--- src/rtl/ram_1w1r_arbiter.sv ---
// Two-client front end for a 1-write/1-read RAM: independent round-robin
// arbiters for the read and write ports, with a registered read response per client.
module ram_1w1r_arbiter #(
    parameter int W       = 32,
    parameter int ENTRIES = 16,
    parameter int ADDR_SZ = $clog2(ENTRIES)
) (
    input  logic               clk,
    input  logic               reset_p,

    input  logic               a_rd_val,
    output logic               a_rd_rdy,
    input  logic [ADDR_SZ-1:0] a_rd_addr,
    output logic               a_rsp_val,
    output logic [W-1:0]       a_rsp_data,
    input  logic               a_wr_val,
    output logic               a_wr_rdy,
    input  logic [ADDR_SZ-1:0] a_wr_addr,
    input  logic [W-1:0]       a_wr_data,

    input  logic               b_rd_val,
    output logic               b_rd_rdy,
    input  logic [ADDR_SZ-1:0] b_rd_addr,
    output logic               b_rsp_val,
    output logic [W-1:0]       b_rsp_data,
    input  logic               b_wr_val,
    output logic               b_wr_rdy,
    input  logic [ADDR_SZ-1:0] b_wr_addr,
    input  logic [W-1:0]       b_wr_data,

    output logic [ADDR_SZ-1:0] ram_raddr,
    input  logic [W-1:0]       ram_rdata,
    output logic               ram_wen,
    output logic [ADDR_SZ-1:0] ram_waddr,
    output logic [W-1:0]       ram_wdata
);

    // Priority registers: 0 names client A, 1 names client B.
    logic rd_prio_q, rd_prio_d;
    logic wr_prio_q, wr_prio_d;

    logic rd_gnt_a, rd_gnt_b;
    logic wr_gnt_a, wr_gnt_b;

    logic         a_rsp_val_q, b_rsp_val_q;
    logic [W-1:0] a_rsp_data_q, b_rsp_data_q;

    // Grants: a lone requester always wins; on contention the priority decides.
    always_comb begin
        // NOTE: every output of a combinational block gets a default first, so no path can infer a latch.
        rd_gnt_a = 1'b0;
        rd_gnt_b = 1'b0;
        wr_gnt_a = 1'b0;
        wr_gnt_b = 1'b0;
        if (!reset_p) begin
            if (a_rd_val && (!b_rd_val || !rd_prio_q)) rd_gnt_a = 1'b1;
            else if (b_rd_val)                         rd_gnt_b = 1'b1;
            if (a_wr_val && (!b_wr_val || !wr_prio_q)) wr_gnt_a = 1'b1;
            else if (b_wr_val)                         wr_gnt_b = 1'b1;
        end
    end

    // After a fire the client that was not granted takes priority; otherwise hold.
    always_comb begin
        rd_prio_d = rd_prio_q;
        wr_prio_d = wr_prio_q;
        if (rd_gnt_a)      rd_prio_d = 1'b1;
        else if (rd_gnt_b) rd_prio_d = 1'b0;
        if (wr_gnt_a)      wr_prio_d = 1'b1;
        else if (wr_gnt_b) wr_prio_d = 1'b0;
    end

    assign a_rd_rdy = rd_gnt_a;
    assign b_rd_rdy = rd_gnt_b;
    assign a_wr_rdy = wr_gnt_a;
    assign b_wr_rdy = wr_gnt_b;

    assign ram_raddr = rd_gnt_a ? a_rd_addr : (rd_gnt_b ? b_rd_addr : '0);
    assign ram_wen   = wr_gnt_a | wr_gnt_b;
    assign ram_waddr = wr_gnt_a ? a_wr_addr : (wr_gnt_b ? b_wr_addr : '0);
    assign ram_wdata = wr_gnt_a ? a_wr_data : (wr_gnt_b ? b_wr_data : '0);

    always_ff @(posedge clk) begin
        // NOTE: sequential state uses non-blocking assignments so every register samples pre-edge values.
        if (reset_p) begin
            rd_prio_q    <= 1'b0;
            wr_prio_q    <= 1'b0;
            a_rsp_val_q  <= 1'b0;
            b_rsp_val_q  <= 1'b0;
            a_rsp_data_q <= '0;
            b_rsp_data_q <= '0;
        end else begin
            rd_prio_q   <= rd_prio_d;
            wr_prio_q   <= wr_prio_d;
            a_rsp_val_q <= rd_gnt_a;
            b_rsp_val_q <= rd_gnt_b;
            if (rd_gnt_a) a_rsp_data_q <= ram_rdata;
            if (rd_gnt_b) b_rsp_data_q <= ram_rdata;
        end
    end

    // A response due in a cycle where reset is asserted is squashed.
    assign a_rsp_val  = a_rsp_val_q & ~reset_p;
    assign b_rsp_val  = b_rsp_val_q & ~reset_p;
    assign a_rsp_data = a_rsp_data_q;
    assign b_rsp_data = b_rsp_data_q;

endmodule

--- config.mk ---
export PLATFORM = sky130hd
export DESIGN_NAME = ram_1w1r_arbiter
export DESIGN_NICKNAME = d
export VERILOG_FILES = /design/src/rtl/ram_1w1r_arbiter.sv
export SDC_FILE = /design/constraint.sdc
export NUM_CORES = 1
export LEC_CHECK = 0
export ABC_AREA = 1
export CAP_MARGIN = 20
export CORE_ASPECT_RATIO = 1.1
export CORE_MARGIN = 2
export CORE_UTILIZATION = 31
export DETAILED_ROUTE_END_ITERATION = 6
export GPL_TIMING_DRIVEN = 0
export PLACE_DENSITY = 0.77
export SLEW_MARGIN = 20
export SYNTH_ARGS = -nofsm -noshare
export SYNTH_HDL_FRONTEND = slang
export SYNTH_SLANG_ARGS = --single-unit
--- constraint.sdc ---
create_clock -name clk -period 1.15 [get_ports clk]
set_input_delay 0.1725 -clock clk [delete_from_list [all_inputs] [get_ports clk]]
set_output_delay 0.1725 -clock clk [all_outputs]
set_load 0.01 [all_outputs]
==> results of run 1 <==
registers in the layout, indices dropped and copies added, names as in the netlist:
register     cells
b_rsp_val_q      1
wr_prio_q        1
a_rsp_data      32
rd_prio_q        1
a_rsp_val_q      1
b_rsp_data      32
routing by layer:
layer	routed length, um	vias up	share of wire
met1	5610	1963	0.36
met5	0	-	0
li1	-	2108	-
met2	7930	191	0.52
met4	272	0	0.018
met3	1570	25	0.10
power groups by stage:
stage          Clock, mW  Combinational [mW]  Sequential [mW]
3_3_place_gp           0                1.74             2.65
4_1_cts             1.97                2.03             2.61
3_5_place_dp           0                1.76             2.66
6_report            1.94                2.29             2.64
2_1_floorplan          0               0.574             2.73
5_1_grt             2.07                2.45             2.66
metrics by stage:
step | hold slack, ns | cells | power [mW] | util
after detailed placement | 0.453 | 858 | 4.42 | 0.565
after global routing | 0.358 | 924 | 7.17 | 0.703
after CTS | 0.327 | 914 | 6.61 | 0.652
after floorplan | 0.307 | 510 | 3.30 | -
final | 0.346 | 924 | 6.87 | 0.703
after global placement | 0.448 | 858 | 4.40 | 0.565
worst max-delay path by stage:
stage / slack (ns) / end
global route: -0.64 / ram_wdata[6]
floorplan: -0.005 / ram_wdata[10]
CTS: -0.62 / ram_wdata[1]
finish: -0.58 / ram_wdata[6]
detailed placement: -1.21 / ram_wdata[6]
global placement: -1.21 / ram_wdata[6]
repair_timing:
action	4_1_cts	5_1_grt
setup endpoints to repair	175	167
cloned	10	1
hold buffers	0	0
hold endpoints to repair	0	0
buffers inserted	31	10
gates resized for setup	420	236
pin swaps	22	55
area by class of cell:
class / instances / area share
Antenna cell: 2 / 0.000719
Timing Repair Buffer: 277 / 0.381
Inverter: 53 / 0.0293
Sequential cell: 68 / 0.198
Clock buffer: 9 / 0.0178
Buffer: 28 / 0.0464
Tap cell: 120 / 0.0216
Multi-Input combinational cell: 361 / 0.295
Clock inverter: 6 / 0.00953
worst max-delay path: stages (launching register included):
cell and delay [ns]:
dfxtp_2 0.35, nand2_4 0.06, a21oi_4 0.14, buf_12 0.13, buf_4 0.12, buf_6 0.13
nand2_1 0.05, nand2_1 0.08, buf_2 0.14
kinds of logic (layout without fill, tap and decap cells):
| family | Yosys count | in the layout | share of synthesized area |
|---|---|---|---|
| DFF | 68 | 68 | 0.433 |
| and+or+nand+nor | 325 | 325 | 0.400 |
| other | 0 | 2 | 0 |
| AOI/OAI and AO/OA | 36 | 36 | 0.0609 |
| buffers and inverters | 81 | 373 | 0.106 |
placed cells by master (no fill, tap or decap), drive strengths merged:
cell type | Yosys | layout
diode | 0 | 2
clkdlybuf4s50 | 0 | 112
nand3 | 27 | 27
clkinvlp | 0 | 3
inv | 53 | 53
clkbuf | 8 | 55
dlygate4sd2 | 0 | 8
dfxtp | 68 | 68
nand2 | 221 | 221
buf | 20 | 107
nor2 | 77 | 77
a21oi | 26 | 26
clkinv | 0 | 2
bufinv | 0 | 1
clkdlybuf4s15 | 0 | 32
o21ai | 10 | 10
==> qor.yml, run 1 <==
pwr:
  leakage_nw: 3.40
  p_sw_mw: 2.13
  vdd_ir_drop_max_v: 0.000938
  p_sw_frac: 0.310
  seqPwrFrac: 0.385
  p_comb_frac: 0.333
  power_density_nw_per_um2: 987
  p_int_mw: 4.74
  p_clk_frac: 0.282
global_route:
  grtUsageMet1: 0.270
  grt_max_degree: 13
  grt_pass1_vias: 4239
  grtUsageTotal: 0.257
  grt_pass1_wl_um: 21500
  busiest_layer: "met2"
  antenna_found_initial: 2
  grtUsageMet2: 0.469
  gr-usage-met3: 0.100
  overflow: 0
yosys:
  netlist_top_cells_count: "nand2_1 (220), nor2_1 (77), dfxtp_1 (68)"
  syn_area_per_cell_sq_um: 6.16
  yosysTopAreaCellShare: 0.433
  synth_edf_count: 0
  yosysSeqAreaShare: 0.433
  netlist_instances: 510
  synth_cell_type_count: 15
  ys_warn_count: 0
  synthFlopType: "dfxtp_1"
  synth_area_sq_um: 3140
  synth_top_area_cell: "dfxtp_1"
  synth_nets: 628
  ys_ff_latch: 68
  postSynth.asyncResetShare: 0
  yosysMostFrequentCell: "nand2_1"
  synth_area_leaders: "dfxtp_1 (43%), nand2_1 (26%), nor2_1 (9.2%), inv_1 (6.1%), nand3_1 (4.3%)"
hold_path:
  whs_path_depth: 4
  hold_start: "b_wr_val"
  min_to: "wr_prio_q"
  hold_class: "input port to register"
timing:
  setup_tns_ns: -28.88
  grt_setup_unrepaired: "yes"
  final.min_clock_period_ns: 1.73
  worst_slack_ns: -0.576
  fmax_mhz: 579
  fin_crit_sh: 1.50
  hold_viol_final: 0
  drv_slew: 0
  relSlewSlack: 0.501
  finalSetupViolations: 110
  finalClockSkew_ns: 0.00835
  tightest_slew_ns: 0.748
critical_path:
  reg2reg_slack_ns: -0.26
  cp.required_ns: 0.98
  end_kind: "output pin"
  timing.rr.start: "rd_prio_q"
  crit_start: "wr_prio_q"
  cp.arrival_ns: 1.55
  crit_type: "register to output pin"
  worst-r2r-cell-count: 9
  worstSetupStartpointType: "register"
  timing.rr.end: "a_rsp_data[15]"
  critical_path.max_fanout: 6
clock_tree:
  htreeDepth: 3
  cts_buffer_depth: 2
  clock_sinks: 68
  numCtsBuffers: 9
  clkTransAtPathRegs_ns: 0.07
  cts_root_buf: "clkbuf_8"
  cts_tree: "yes"
  worstSkewPairLatency_ns: 0.35
cells_and_area:
  fill_cells: 811
  syn_to_final_growth_pct: 121
  multi_input_area_sq_um: 2050
  final_area_sq_um: 6960
  final_nets: 916
  register_area_sq_um: 1380
  drive_above_1_share: 0.397
floorplanning:
  die_area_sq_um: 11000
  fp.dieH_um: 110
  fp-row-count: 38
  die_x_um: 100
  io-pin-count: 229
  start_util: 0.318
  core_region_area_sq_um: 9890
routing:
  viasPerCell: 4.64
  dr.first_iter.drc_count: 161
  wl_um: 15400
  first_pass_iters: 4
  wire_per_inst_um: 16.6
  antenna_left: 0
  drc: 0
  dr_total_vias: 4287
placement:
  dpl_cell_area_sq_um: 5580
  pre_cts_slack_ns: -1.21
  dp_hpwl_um: 10500
  routabilityCongestion: 0.777
  io_buffers: 228
outcome:
  outcome: "finished, violations left"
  violations: "setup timing"
flow_run:
  maxCapViolCount: 0
Power figures use the tool's default switching activity.
==> run 2: changes to the inputs <==
SETUP_SLACK_MARGIN = 0.02   (was not set)
==> run 2 against run 1 <==
Against the previous run:
- the flow still finishes with violations (setup timing)
- utilization fell by 1.1 points
- cell area shrank 1.6%
- worst hold slack worse by 0.0014 ns
- maximum frequency up 2.0%
==> qor.yml, run 2 (synthesis results as in run 1) <==
critical_path:
  crit_type: "register to output pin"
  crit_path_top_delay_cell: "dfxtp_2"
  crit_chain: "nand2_4 > a21oi_4 > buf_12 > buf_8 > buf_8 > nand2_4 > nand2_4 > buf_6"
  critical_path.max_fanout: 6  # unchanged
  cpPeakStageDelay_ns: 0.35  # about the same
  cp.required_ns: 0.98  # about the same
  cpMostUsedCell: "nand2_4"
  end_kind: "output pin"
  crit_buf_inv: 4  # unchanged
  cp.arrival_ns: 1.52  # -0.03 ns
  cp_top_family: "buffers and inverters"
  worstSetupStartpointType: "register"
routing:
  wire_per_inst_um: 16.4  # -1.4%
  dr_total_vias: 4302  # +0.35%
  drc: 0  # unchanged
  antenna_left: 0  # unchanged
  viasPerCell: 4.71  # +1.6%
  dr.first_iter.drc_count: 177  # +9.9%
  wl_um: 15000  # -2.6%
  first_pass_iters: 4  # unchanged
cells_and_area:
  syn_to_final_growth_pct: 118
  layout_commonest_cell: "nand2_1"
  final_area_sq_um: 6850  # -1.6%
  antenna_cells: 0  # -2
  final_cell_mix: "nand2_1 (138), clkdlybuf4s50_1 (112), dfxtp_1 (58)"
  final_nets: 907  # -0.98%
  utilization: 0.692  # -0.0113
  drive_above_1_share: 0.443  # +0.0461
timing:
  grt_setup_unrepaired: "yes"
  worst_slack_ns: -0.542  # +0.0340 ns
  relSlewSlack: 0.423  # -0.0787
  fmax_mhz: 591  # +2.0%
  final.min_clock_period_ns: 1.69  # -0.0340 ns
  tightest_slew_ns: 0.866  # +0.118 ns
  drv_slew: 0  # unchanged
  hold_viol_final: 0  # unchanged
  finalSetupViolations: 88  # -20%
  finalClockSkew_ns: 0.00453  # -0.00382 ns
  fin_crit_sh: 1.47  # -0.0296
pwr:
  seqPwrFrac: 0.398  # +0.013
  leakage_nw: 3.37  # -0.74%
  p_sw_mw: 2.07  # -2.8%
  power_density_nw_per_um2: 971  # -1.6%
  p_clk_frac: 0.266  # -0.016
  p_comb_frac: 0.337  # +0.004
  p_int_mw: 4.58  # -3.4%
  p_sw_frac: 0.311  # +0.00129
  vdd_ir_drop_max_v: 0.000781  # -17%
clock_tree:
  htreeDepth: 3  # unchanged
  worstSkewPairLatency_ns: 0.35  # about the same
  cts_root_buf: "clkbuf_8"
  clock_sinks: 68  # unchanged
  numCtsBuffers: 9  # unchanged
  cts_tree: "yes"
  cts_buffer_depth: 2  # unchanged
  clkTransAtPathRegs_ns: 0.07  # about the same
floorplanning:
  die_x_um: 100  # unchanged
  fp-row-count: 38  # unchanged
  fp.dieH_um: 110  # unchanged
  start_util: 0.318  # unchanged
  core_region_area_sq_um: 9890  # unchanged
  die_area_sq_um: 11000  # unchanged
  io-pin-count: 229  # unchanged
global_route:
  grt_max_degree: 11  # -2
  overflow: 0  # unchanged
  grt_pass1_vias: 4172  # -1.6%
  grtUsageTotal: 0.251  # -0.00639
  grt_pass1_wl_um: 21000  # -2.1%
  antenna_found_initial: 1  # -1
flow_run:
  maxCapViolCount: 0  # unchanged
placement:
  dpl_cell_area_sq_um: 5600  # +0.27%
  io_buffers: 228  # unchanged
  routabilityCongestion: 0.756  # -2.7%
  dp_hpwl_um: 9990  # -4.7%
outcome:
  outcome: "finished, violations left"
  violations: "setup timing"
hold_path:
  hold_class: "input port to register"
[run 2: cell count changes in the layout (fill, tap and decap cells not counted), moves of 5 or more]
cell,before,now
buf_2,25,34
buf_6,41,46
clkbuf_2,38,44
clkdlybuf4s15_1,23,11
nand2_1,151,138
nand2_2,43,50
nand2_4,25,31
nand3_1,23,9
nand3_2,3,15
[run 2: worst paths after layout]
kind / startpoint / endpoint / slack [ns] / cells after the start
worst max-delay path: wr_prio_q / ram_wdata[12] / -0.54 / 8
worst min-delay path: b_wr_val / wr_prio_q / 0.34 / 4
worst min register to register: a_rsp_data[29] / a_rsp_data[29] / 0.47 / 2
worst max register to register: rd_prio_q / a_rsp_data[12] / -0.07 / 7
[run 2: tightest hold or removal path, stage by stage]
cell	delay (ns)
dlygate4sd2_1	0.27
nand2_4	0.08
o21ai_0	0.09
nor2_1	0.04
[run 2: area by class of cell]
| class | count | area (sq um) |
|---|---|---|
| plain buffers | 26 | 292 |
| clock buffers | 13 | 159 |
| clock inverters | 2 | 10.0 |
| fillers | 815 | 3040 |
| inverters | 53 | 204 |
| multi-input cells | 361 | 2180 |
| flip-flops and latches | 68 | 1380 |
| well taps | 120 | 150 |
| repair buffers | 270 | 2480 |
[run 2: power groups by stage]
stage | Clock (mW) | Sequential [mW] | Combinational (mW)
floorplan | 0 | 2.73 | 0.579
global placement | 0 | 2.65 | 1.75
detailed placement | 0 | 2.66 | 1.77
CTS | 1.79 | 2.62 | 2.06
global route | 1.89 | 2.66 | 2.40
finish | 1.77 | 2.64 | 2.24
[run 2: repair_timing]
item                                    in CTS  in global routing
pin swaps                                   24                 51
gates resized for setup                    508                229
setup buffers                               29                 10
hold buffers                                 0                  0
endpoints found under the setup margin     177                159
gates cloned                                 9                  1
[run 2: stage by stage]
step / instances / setup TNS (ns) / hold slack (ns) / setup slack [ns] / total power [mW]
2_1_floorplan: 510 / 0 / 0.307 / 0.00850 / 3.31
3_3_place_gp: 858 / -87.09 / 0.448 / -1.33 / 4.40
3_5_place_dp: 858 / -90.60 / 0.456 / -1.37 / 4.43
4_1_cts: 910 / -22.12 / 0.330 / -0.529 / 6.47
5_1_grt: 913 / -26.95 / 0.373 / -0.594 / 6.95
6_report: 913 / -22.11 / 0.345 / -0.542 / 6.65
[run 2: metal layers]
| layer | wire, um | global-route usage | vias to the layer above |
|---|---|---|---|
| met3 | 1390 | 0.0954 | 33 |
| li1 | - | - | 2089 |
| met4 | 392 | 0.0871 | 2 |
| met5 | 13 | 0 | - |
| met2 | 7720 | 0.463 | 188 |
| met1 | 5460 | 0.260 | 1990 |
